File: config.mk
export PLATFORM = sky130hd
export DESIGN_NAME = mat_scan_rx
export DESIGN_NICKNAME = d
export VERILOG_FILES = /design/src/rtl/mat_scan_rx.sv
export SDC_FILE = /design/constraint.sdc
export NUM_CORES = 1
export LEC_CHECK = 0
export CAP_MARGIN = 20
export CORE_UTILIZATION = 45
export CTS_CLUSTER_DIAMETER = 150
export DETAILED_ROUTE_END_ITERATION = 8
export PLACE_DENSITY = 0.7
export SLEW_MARGIN = 10
export SYNTH_ARGS = -nofsm -noshare
export SYNTH_HDL_FRONTEND = slang
export SYNTH_SLANG_ARGS = --single-unit
File: constraint.sdc
create_clock -name clk -period 9.9 [get_ports clk]
set_clock_uncertainty 0.2 [all_clocks]
set_input_delay 0.99 -clock clk [delete_from_list [all_inputs] [get_ports clk]]
set_output_delay 0.99 -clock clk [all_outputs]
set_load 0.01 [all_outputs]
File: src/rtl/mat_scan_rx.sv
//==============================================================================
// Module      : mat_scan_rx
// Description : Reassembles 8x8 red/green LED-matrix scan rows into 64-bit
//               frames and flags row-sequence and colour errors.
//               Optional error counter: define MAT_SCAN_RX_ERRCNT_EN.
// Revision    : 1.0 - initial release
//==============================================================================
`default_nettype none

module mat_scan_rx #(
   parameter int ERR_W = 8
) (
   input  logic             clk,
   input  logic             rst,
   input  logic [7:0]       row,
   input  logic [7:0]       col_r,
   input  logic [7:0]       col_g,
   output logic [63:0]      frame,
   output logic             frame_color,
   output logic             frame_valid,
   output logic             seq_err,
   output logic             col_err,
   output logic [ERR_W-1:0] err_cnt
);

   typedef enum logic [0:0] {
      HUNT = 1'b0,
      CAPT = 1'b1
   } state_t;

   state_t          r_state;
   logic [7:0]      r_exp;
   logic [2:0]      r_idx;
   logic [7:0][7:0] r_slot;
   logic            r_clr_set;
   logic            r_clr;

   logic [7:0] w_data;
   logic       w_r_nz;
   logic       w_g_nz;
   logic       w_both;
   logic       w_opp;
   logic       w_start;
   logic       w_match;
   logic       w_seq_ev;
   logic       w_col_ev;

   assign w_data  = col_r | col_g;
   assign w_r_nz  = |col_r;
   assign w_g_nz  = |col_g;
   assign w_both  = w_r_nz & w_g_nz;
   assign w_opp   = r_clr_set & ((r_clr & w_r_nz) | (~r_clr & w_g_nz));
   assign w_start = (row == 8'h7f);
   assign w_match = (row == r_exp);

   // Sequence errors take priority, so colour errors only count on accepted rows.
   assign w_seq_ev = (r_state == CAPT) & ~w_match;
   assign w_col_ev = (r_state == HUNT) ? (w_start & w_both)
                                       : (w_match & (w_both | w_opp));

   always_ff @(posedge clk or posedge rst) begin
      if (rst) begin
         r_state     <= HUNT;
         r_exp       <= 8'hbf;
         r_idx       <= 3'd6;
         r_slot      <= '0;
         r_clr_set   <= 1'b0;
         r_clr       <= 1'b0;
         frame       <= '0;
         frame_color <= 1'b0;
         frame_valid <= 1'b0;
         seq_err     <= 1'b0;
         col_err     <= 1'b0;
      end else begin
         frame_valid <= 1'b0;
         seq_err     <= w_seq_ev;
         col_err     <= w_col_ev;
         case (r_state)
            HUNT: begin
               if (w_start && !w_both) begin
                  r_slot[7] <= w_data;
                  r_clr_set <= |w_data;
                  r_clr     <= w_g_nz;
                  r_exp     <= 8'hbf;
                  r_idx     <= 3'd6;
                  r_state   <= CAPT;
               end
            end
            CAPT: begin
               if (w_match) begin
                  if (w_both || w_opp) begin
                     r_state <= HUNT;
                  end else begin
                     r_slot[r_idx] <= w_data;
                     if (!r_clr_set && (|w_data)) begin
                        r_clr_set <= 1'b1;
                        r_clr     <= w_g_nz;
                     end
                     r_exp <= {1'b1, r_exp[7:1]};
                     r_idx <= r_idx - 3'd1;
                     if (r_idx == 3'd0) begin
                        frame       <= {r_slot[7:1], w_data};
                        frame_color <= r_clr_set ? r_clr : w_g_nz;
                        frame_valid <= 1'b1;
                        r_state     <= HUNT;
                     end
                  end
               end else if (w_start && !w_both) begin
                  // Out-of-order frame start: restart capture from this sample.
                  r_slot[7] <= w_data;
                  r_clr_set <= |w_data;
                  r_clr     <= w_g_nz;
                  r_exp     <= 8'hbf;
                  r_idx     <= 3'd6;
               end else begin
                  r_state <= HUNT;
               end
            end
            default: r_state <= HUNT;
         endcase
      end
   end

`ifdef MAT_SCAN_RX_ERRCNT_EN
   logic [ERR_W-1:0] r_err_cnt;

   always_ff @(posedge clk or posedge rst) begin
      if (rst) begin
         r_err_cnt <= '0;
      end else if ((w_seq_ev || w_col_ev) && (r_err_cnt != {ERR_W{1'b1}})) begin
         r_err_cnt <= r_err_cnt + {{(ERR_W-1){1'b0}}, 1'b1};
      end
   end

   assign err_cnt = r_err_cnt;
`else
   assign err_cnt = '0;
`endif

endmodule

`default_nettype wire

* Word-level counts from Yosys, hierarchy flattened
Index checks and enable logic that the tools add are counted.
** Cells by class
- $add $sub $neg :: 1
- Order comparisons :: 2
- Equal/unequal tests :: 4
- Multiplexer cells :: 36
- Bitwise gates (word level) :: 14
- Reductions and logical operators :: 13
** Operator list (count)
- $bwmux 64 :: 1
- $mux 64 :: 1
- $mux 8 :: 6
- $pmux 8 s2 :: 2
- $demux 8 s3 :: 1
- $reduce_or 8->1 :: 3
- $mux 1 :: 18
- $mux 3 :: 3
- $eq 8x7->1 const B :: 1
- $eq 8x8->1 :: 1
- $or 8x8->8 :: 1
- $and 1x1->1 :: 7
- $pmux 1 s2 :: 3
- $pmux 3 s2 :: 1
- $lt 3x4->1 const B :: 1
- $not 1->1 :: 4
- $reduce_and 4->1 :: 1
- $ge 3x1->1 const B :: 1
- $logic_and 1x1->1 :: 3
- $logic_not 3->1 :: 1
- $ne 3x2->1 const B :: 1
- $ne 3x3->1 const B :: 1
- $reduce_and 3->1 :: 1
- $sub 3x1->3 const B :: 1
- other kinds (4) :: 6
** Storage, ports and cells
- Register bits after elaboration :: 146
- Input bits :: 26
- Output and inout bits :: 76
- Logic and storage cells :: 88

* Logic depth before layout (Yosys ltp)
Gate-level depths: netlist of run 1.
- Depth in word-level cells :: 8
- Depth in mapped cells :: 8
- Gate-level depth less buffers :: 5

* Least setup slack after synthesis of run 1
OpenSTA, ideal clock, no wires.
- Kind :: input to register
- From :: input port col_g[2]
- To :: register r_slot[32] (netlist name)
- Library setup time :: 127 ps
- Arrival :: 2795 ps
- Required time :: 9573 ps
- Setup slack :: 6778 ps
- Stages :: 7
- Path buffers :: 2
- Cell sequence :: or4_1 nor2_2 a22o_1 buf_2 and4_1 buf_4 mux2_1
** Between the ends
- Cells in the longest elaborated chain, start to end :: 7
- Elaborated cells on any way between the ends :: 8
- Classes of those cells :: 5 x bitwise; 3 x reduce/logical
** RTL lines
- start, declared :: line 17 : input logic [7:0] col_g,
- $reduce_or 8->1 * :: line 50 : assign w_g_nz = |col_g;
- $and 1x1->1 :: line 52 : assign w_opp = r_clr_set & ((r_clr & w_r_nz) | (~r_clr & w_g_nz));
- $or 1x1->1 :: line 52
- $and 1x1->1 :: line 52
- $logic_or 1x1->1 * :: line 91 : if (w_both || w_opp) begin
- $not 1->1 (no line) *
- $reduce_and 3->1 (no line) *
- end signal, assigned by index :: line 94 : r_slot[r_idx] <= w_data;
- end, declared :: line 34 : logic [7:0][7:0] r_slot;
Mark *: on every way between the ends. The rest lies on a longest branch, timed or not.
A chain may end at the register's enable or synchronous reset.

* Worst setup path in the final report of run 1
- From :: input port col_g[2]
- To :: register frame[52]
** Between the ends
- Cells in the longest elaborated chain, start to end :: 7
- Elaborated cells on any way between the ends :: 8
- Classes of those cells :: 5 x bitwise; 3 x reduce/logical
** RTL lines
- $reduce_or 8->1 * :: line 50
- $and 1x1->1 :: line 52
- $or 1x1->1 :: line 52
- $and 1x1->1 :: line 52
- $logic_or 1x1->1 * :: line 91
- $not 1->1 (no line) *
- $reduce_and 4->1 (no line) *
- end signal, assigned :: line 102 : frame <= {r_slot[7:1], w_data};
- end, declared :: line 18 : output logic [63:0] frame,
Marks and branches as above.

==> impl_metrics.toml, run 1 <==
[logic_synthesis]
synth_compound_area_share_pct = 3.764
ys_ff_latch = 138
synthSimpleGateAreaFrac_pct = 6.031
synth.cell_area_um2 = 5684
yosysWarningCount = 0
synth_cell_types = 43
syn-instance-count = 386
synthMuxAreaShare_pct = 24.32
synth_fa_ha_area_share_pct = 0.4402
seq_area_frac_synth_pct = 60.95
synth_xor_area_share_pct = 1.233
synth_top_family_by_area = "multiplexers"
syn_area_per_cell_um2 = 14.73

[global_routing]
grt_max_degree = 74
grt_pass1_wl_mm = 18.73
grt_usage_pct = 19.28
overflow = 0
antenna_found_initial = 0
grt_pass1_vias = 3578

[cells_and_area]
final_cell_mix = "dfrtp_1 (129), clkdlybuf4s50_1 (93), mux2_2 (74)"
regArea_um2 = 3465
instances_no_fill = 659
syn_to_final_growth_pct = 29.19
multi_input_area_um2 = 2077
nFillCells = 948
utilization_pct = 60.38
final_area_um2 = 7343
final_common_cell = "dfrtp_1"
diodes = 0
nets = 506
layout-drive-gt1-share_pct = 27.90

[hold_path]
holdPathStages = 1
hp-class = "reg2reg"

[route]
wire_per_inst_um = 17.49
first_pass_iters = 4
dr.max_layer_used = "met4"
drt_iter0_markers = 180
wl_met3_um = 578
dr_total_vias = 3415
routed_wl_mm = 11.52
wl_met2_mm = 5.612
drc = 0
via_per_inst = 5.182
antenna_left = 0
met1_length_mm = 5.169

[setup_path]
r2r-start = "r_exp[4]"
endpoint = "frame[52]"
worstPathArrival_ns = 4.20
rr_endpoint = "frame[52]"
cp-end-kind = "flip-flop"
max_stage_delay_ns = 0.81
slowest_stage = "nand3_4"
path_cells = "clkdlybuf4s50_1 -> or4_1 -> nor2_2 -> a22o_1 -> nand3_4 -> mux2_1"
r2r_setup_slack_ns = 6.88
crit_required_ns = 9.98
r2r_cells = 6
cp_max_fo = 66
worstSetupStartpointType = "input port"
critPathKind = "in2reg"
worstSetupStartpoint = "col_g[2]"

[place]
placed_cell_area_um2 = 6733
dp_cells = 627
gp_congestion = 0.8578
post-dp-hpwl_mm = 7.544
numPortBuffers = 93

[floorplanning]
dieArea_um2 = 13090
die_w_um = 114.4
die_y_um = 114.4
start_util_pct = 46.74
core_um2 = 12160
io_pins = 102
rows = 40

[sta]
hold_viol_final = 0
slew_headroom_pct = 36.26
tightestPinTransition_ns = 0.9561
drv_slew = 0
post-route-min-period_ns = 4.124
rsz0062_at_grt = "false"
setup_violations = 0
period_share_pct = 41.66
max_freq_ghz = 0.2425
tns_ns = 0

[job]
cap_violations = 0

[clock_network]
post_cts_buffers = 0
cts_tree = "done"
cts.sinks = 138
clock_path_buffers = 2
ctsResizeCount = 0
cts_made_buffers = 17
hold_buffers = 0
insertion_delay_ns = 0.40
clk_pin_slew_ns = 0.06
root_buffer = "clkbuf_16"
h-tree-depth = 4

[power_and_ir_drop]
p_leak_nw = 3.552
p_per_area_nw_per_um2 = 169.1
vdd_drop_max_mv = 0.09550

[run_status]
outcome = "complete, no violations"
## worst max-delay path: cells and delay by family
| kind | cells | cell delay (ns) |
|---|---|---|
| buffers and inverters | 1 | 0.40 |
| muxes | 1 | 0.62 |
| and+or+nand+nor | 3 | 1.66 |
| AOI/OAI and AO/OA | 1 | 0.49 |
## metal layers
metal,vias up,global-route usage [%]
met5,-,0
met4,0,6.407
met3,15,6.035
met2,99,31.19
met1,1753,24.73
li1,1548,-
## layout make-up
type,count,share of cell area [%]
Sequential cell,138,47.18
Timing Repair Buffer,95,12.88
Clock inverter,13,2.283
Clock buffer,19,6.032
Inverter,8,0.4771
Tap cell,168,2.863
Multi-Input combinational cell,218,28.28
## flip-flops by register name, summed over array words and instances, names as in the netlist
register,count
frame,64
r_slot,56
r_exp,8
r_idx,3
col_err,1
frame_color,1
frame_valid,1
r_clr,1
r_clr_set,1
r_state,1
seq_err,1
## Yosys cell counts (all sizes together)
library cell,count,area (µm²)
or4b,1,10.01
dfrtp,129,3228
o221a,1,11.26
nor2b,3,18.77
a21o,1,7.510
o21ai,7,35.03
xnor2,8,70.07
or2,9,56.30
nand4,7,62.56
a22o,1,8.760
or4,5,37.54
inv,8,30.03
nor4b,1,8.760
and4,4,35.03
o22a,5,43.79
dfstp,9,236.5
nor4,1,21.27
o31a,1,8.760
o21a,1,7.510
o211a,1,10.01
o31ai,1,7.510
a21oi,2,10.01
nand3,9,45.04
o22ai,1,6.260
mux2,121,1363
o32ai,2,36.29
a22oi,1,12.51
buf,17,106.3
mux2i,2,20.02
conb,1,3.750
nand2,5,18.77
clkbuf,12,45.04
ha,2,25.02
nor3,1,5.000
nor2,5,23.77
a32oi,1,8.760
## worst min path at each step
stage	startpoint	slack (ns)	to
2_1_floorplan	r_slot[32]	0.25	frame[32]
3_3_place_gp	r_slot[59]	0.26	frame[59]
3_5_place_dp	r_slot[33]	0.26	frame[33]
4_1_cts	r_slot[33]	0.27	frame[33]
5_1_grt	r_slot[33]	0.28	frame[33]
6_report	r_slot[33]	0.27	frame[33]
## kinds of logic (layout without fill, tap and decap cells)
family | count (synthesis) | count (layout)
DFF | 138 | 138
buffers and inverters | 37 | 135
xor gates and xnor gates | 8 | 8
and+or+nand+nor | 51 | 51
muxes | 123 | 123
AOI/OAI and AO/OA | 26 | 26
other | 1 | 8
adders and majority gates | 2 | 2
## report_power, final
group / total [W] / switching, W / internal (W)
Combinational: 0.0000356 / 0.0000232 / 0.0000124
Sequential: 0.000565 / 0.000000171 / 0.000565
Clock: 0.000641 / 0.000236 / 0.000405
## stage by stage
step | power (W) | setup WS [ns] | hold slack, ns
detailed placement | 0.0006113 | 5.330 | 0.2647
finish | 0.001242 | 5.776 | 0.2711
CTS | 0.001254 | 5.743 | 0.2716
global route | 0.001280 | 5.548 | 0.2809
floorplan | 0.0005943 | 5.029 | 0.2503
global placement | 0.0006107 | 5.425 | 0.2601
Power figures use the tool's default switching activity.
==> inputs of run 2 (changes only) <==
PLACE_DENSITY = 0.73   (was 0.7)
clock period = 3.4 ns   (was 9.9 ns; I/O delays follow)
==> impl_metrics.toml, run 2 (same netlist as run 1, synthesis figures left out) <==
[cells_and_area]
utilization_pct = 61.08
top_regs = "frame (64), r_slot (56), r_exp (8)"
nets = 513
diodes = 0
instances_no_fill = 665
final_common_cell = "dfrtp_1"
nFillCells = 954
regMostFlops = "frame"
largest_reg_flops = 64
final_cell_mix = "dfrtp_1 (129), clkdlybuf4s50_1 (93), mux2_2 (74)"
syn_to_final_growth_pct = 30.68
layout-drive-gt1-share_pct = 28.77

[floorplanning]
core_um2 = 12160
io_pins = 102
start_util_pct = 46.74
die_w_um = 114.4
dieArea_um2 = 13090
die_y_um = 114.4
rows = 40

[power_and_ir_drop]
p_per_area_nw_per_um2 = 488.2
swShare_pct = 19.58
clkPwrFrac_pct = 51.6
switchingPower_w = 0.0007099
p_leak_nw = 3.599
seqPwrFrac_pct = 45.4
vdd_drop_max_mv = 0.3514
p_total_w = 0.003626
intPower_w = 0.002917
combPwrFrac_pct = 3.1

[setup_path]
path_cells = "clkdlybuf4s50_1 -> or4_1 -> nor2_2 -> a22o_1 -> and4_1 -> mux2_2"
slowest_stage = "or4_1"
critPathKind = "in2reg"
crit_required_ns = 3.49
r2r_setup_slack_ns = 0.66
worstPathArrival_ns = 2.88
r2r-start = "r_exp[2]"
r2r_cells = 5
cp-end-kind = "flip-flop"
max_stage_delay_ns = 0.59
worstSetupStartpoint = "col_g[2]"
worstSetupStartpointType = "input port"
cp_max_fo = 8

[hold_path]
hp-class = "in2async"

[sta]
slew_headroom_pct = 53.62
tightestPinTransition_ns = 0.6942
period_share_pct = 82.08
rsz0062_at_grt = "false"
setup_violations = 0
max_freq_ghz = 0.3583
layout_setup_ws_ns = 0.6092
drv_slew = 0
tns_ns = 0
hold_viol_final = 0
post-route-min-period_ns = 2.791

[route]
dr_total_vias = 3476
drc = 0
first_pass_iters = 4
drt_iter0_markers = 138
wire_per_inst_um = 18.02
antenna_left = 0
routed_wl_mm = 11.99
via_per_inst = 5.227

[place]
post-dp-hpwl_mm = 7.937
dp_cells = 634
gp_congestion = 0.8425
numPortBuffers = 93
dp_slack_ns = 0.1981

[clock_network]
cts.sinks = 138
cts_tree = "done"
hold_buffers = 0
insertion_delay_ns = 0.41
clock_path_buffers = 2
h-tree-depth = 4
ctsResizeCount = 0
post_cts_buffers = 0
clk_pin_slew_ns = 0.06
root_buffer = "clkbuf_16"
cts_made_buffers = 17

[global_routing]
grt_max_degree = 58
antenna_found_initial = 0
grt_pass1_wl_mm = 19.47
overflow = 0
grt_usage_pct = 20.12
grt_pass1_vias = 3724

[run_status]
outcome = "complete, no violations"

[job]
cap_violations = 0
-- run 2: changes by cell type in the layout (fill, tap and decap cells not counted), sizes merged --
cell      before  now
clkinvlp       2    3
buf            2    9
inv           10    7
bufinv         3    2
clkbuf        19   26
clkinv         6    1
-- run 2: worst paths after layout --
check / endpoint
setup / recovery: r_slot[8]
hold / removal: frame[15]
setup reg to reg: r_slot[63]
hold reg to reg: r_slot[36]
max in group asynchronous: r_idx[2]
min in group clk: r_slot[36]
-- run 2: layout make-up --
type | instances | area (µm²) | area share (%)
flip-flops and latches | 138 | 3465 | 46.64
multi-input cells | 218 | 2077 | 27.96
repair buffers | 102 | 1023 | 13.78
clock buffers | 26 | 539.3 | 7.260
well taps | 168 | 210.2 | 2.830
clock inverters | 5 | 80.08 | 1.078
inverters | 8 | 33.78 | 0.4548
-- run 2: metal layers --
layer,up-vias,global-route usage (%),share of wire [%]
met1,1805,26.18,45
met4,0,6.580,0.93
met5,-,0,0
met3,10,6.458,5.1
met2,99,32.04,49
li1,1562,-,-
-- run 2: critical path, delay by kind of cell --
kind	cells	cell delay [ns]
compound gates	1	0.34
buf+inv	1	0.41
mux	1	0.39
simple gates	3	1.39
-- run 2: power groups by stage --
stage	clock (W)	sequential (W)	combinational, W
final	0.00187	0.00165	0.000111
after global routing	0.00198	0.00164	0.000123
after CTS	0.00191	0.00165	0.000113
after detailed placement	0	0.00167	0.000113
after global placement	0	0.00167	0.000110
after floorplan	0	0.00167	0.0000569
-- run 2: metrics by stage --
stage                     cell area [µm²]  hold slack (ns)
final                                7428           0.1842
after global routing                 7428           0.2464
after CTS                            7428           0.2042
after detailed placement             6809           0.2713
after global placement               6809           0.2603
after floorplan                      5714           0.2503
==> inputs of run 3 (changes only) <==
PLACE_DENSITY = 0.7   (was 0.73)
clock period = 2.91 ns   (was 3.4 ns; I/O delays follow)
==> impl_metrics.toml, run 3 (same netlist as run 1, synthesis figures left out) <==
[run_status]
outcome = "complete, no violations"

[cells_and_area]
diodes = 0
syn_to_final_growth_pct = 31.79
final_common_cell = "dfrtp_1"
largest_reg_flops = 64
nFillCells = 985
final_cell_mix = "dfrtp_1 (129), clkdlybuf4s50_1 (93), mux2_2 (74)"
regMostFlops = "frame"
top_regs = "frame (64), r_slot (56), r_exp (8)"
nets = 525
layout-drive-gt1-share_pct = 30.26
final_area_um2 = 7491
instances_no_fill = 677

[clock_network]
insertion_delay_ns = 0.42
root_buffer = "clkbuf_16"
h-tree-depth = 4
cts_made_buffers = 17
cts_tree = "done"
clk_pin_slew_ns = 0.06
post_cts_buffers = 0
hold_buffers = 0
ctsResizeCount = 0
clock_path_buffers = 2
cts.sinks = 138

[sta]
tightestPinTransition_ns = 0.6239
hold_viol_final = 0
setup_violations = 0
whs_ns = 0.1287
max_freq_ghz = 0.3906
slew_headroom_pct = 58.41
drv_slew = 0
rsz0062_at_grt = "false"
post-route-min-period_ns = 2.560
period_share_pct = 87.99

[setup_path]
critical_path_depth = 7
slowest_stage = "or4_1"
max_stage_delay_ns = 0.58
cp-end-kind = "flip-flop"
crit_buf_inv = 2
critPathKind = "in2reg"
path_cells = "clkdlybuf4s50_1 -> or4_1 -> o21ai_1 -> a22o_1 -> and4_1 -> buf_4 -> mux2_2"
crit_required_ns = 3.00
worst_path_dominant_cell_family = "simple AND/OR/NAND/NOR gates"
worstPathArrival_ns = 2.65
cp_max_fo = 8
endpoint = "r_slot[12]"
rr_endpoint = "r_exp[6]"
worstSetupStartpoint = "col_g[6]"
worstSetupStartpointType = "input port"
r2r_cells = 7
r2r-start = "r_exp[5]"
r2r_setup_slack_ns = 0.41

[power_and_ir_drop]
vdd_drop_max_mv = 0.4128
p_per_area_nw_per_um2 = 541.2
p_leak_nw = 3.643

[global_routing]
grt_max_degree = 117
antenna_found_initial = 0
grt_usage_pct = 20.51
overflow = 0
grt_pass1_vias = 3749
grt_pass1_wl_mm = 19.64

[place]
gp_congestion = 0.8410
placed_cell_area_um2 = 6937
post-dp-hpwl_mm = 8.060
numPortBuffers = 93
dp_cells = 646

[floorplanning]
core_um2 = 12160
die_w_um = 114.4
start_util_pct = 46.74
dieArea_um2 = 13090
io_pins = 102
rows = 40
die_y_um = 114.4

[route]
routed_wl_mm = 11.94
wire_per_inst_um = 17.64
dr_total_vias = 3512
antenna_left = 0
drt_iter0_markers = 128
first_pass_iters = 4
drc = 0
via_per_inst = 5.188

[job]
cap_violations = 0

[hold_path]
hp-class = "in2async"
[run 3: cell type report]
| class | instances | area (µm²) | share of cell area, % |
|---|---|---|---|
| clock inverter | 10 | 93.84 | 1.253 |
| clock buffer | 21 | 460.4 | 6.147 |
| inverter | 8 | 33.78 | 0.4510 |
| sequential | 138 | 3465 | 46.25 |
| tap | 168 | 210.2 | 2.806 |
| timing repair buffer | 114 | 1151 | 15.37 |
| multi-input combinational | 218 | 2077 | 27.73 |
[run 3: how the worst min path moves through the flow]
stage	start	end	slack (ns)
floorplan	r_slot[32]	frame[32]	0.25
global placement	r_slot[33]	frame[33]	0.26
detailed placement	r_slot[33]	frame[33]	0.26
CTS	rst	frame[10]	0.13
global route	rst	frame[10]	0.15
finish	rst	frame[10]	0.13
[run 3: stage by stage]
stage	setup TNS [ns]	power [W]	utilization, %	setup slack, ns
after floorplan	0	0.002022	-	0.4866
after detailed placement	-1.794	0.002085	57.04	-0.08210
final	0	0.004054	61.59	0.3495
after CTS	0	0.004093	61.59	0.3659
after global placement	-1.318	0.002083	57.04	-0.04492
after global routing	0	0.004197	61.59	0.2478
[run 3: metal layers]
layer	global-route usage [%]	routed length (µm)
met1	26.14	5139
met2	31.84	5767
met3	6.882	770
met4	9.264	261
met5	0	0
[run 3: where the power goes]
part	switching, W	internal, W	leakage (nW)	total [W]
registers	0.000000579	0.00192	1.88	0.00192
logic	0.0000815	0.0000456	1.50	0.000127
clock network	0.000790	0.00122	0.266	0.00200
total	0.000872	0.00318	3.64	0.00405
[run 3: worst min-delay path, delay by kind of cell]
kind | cells | cell delay (ns)
buf+inv | 3 | 0.84
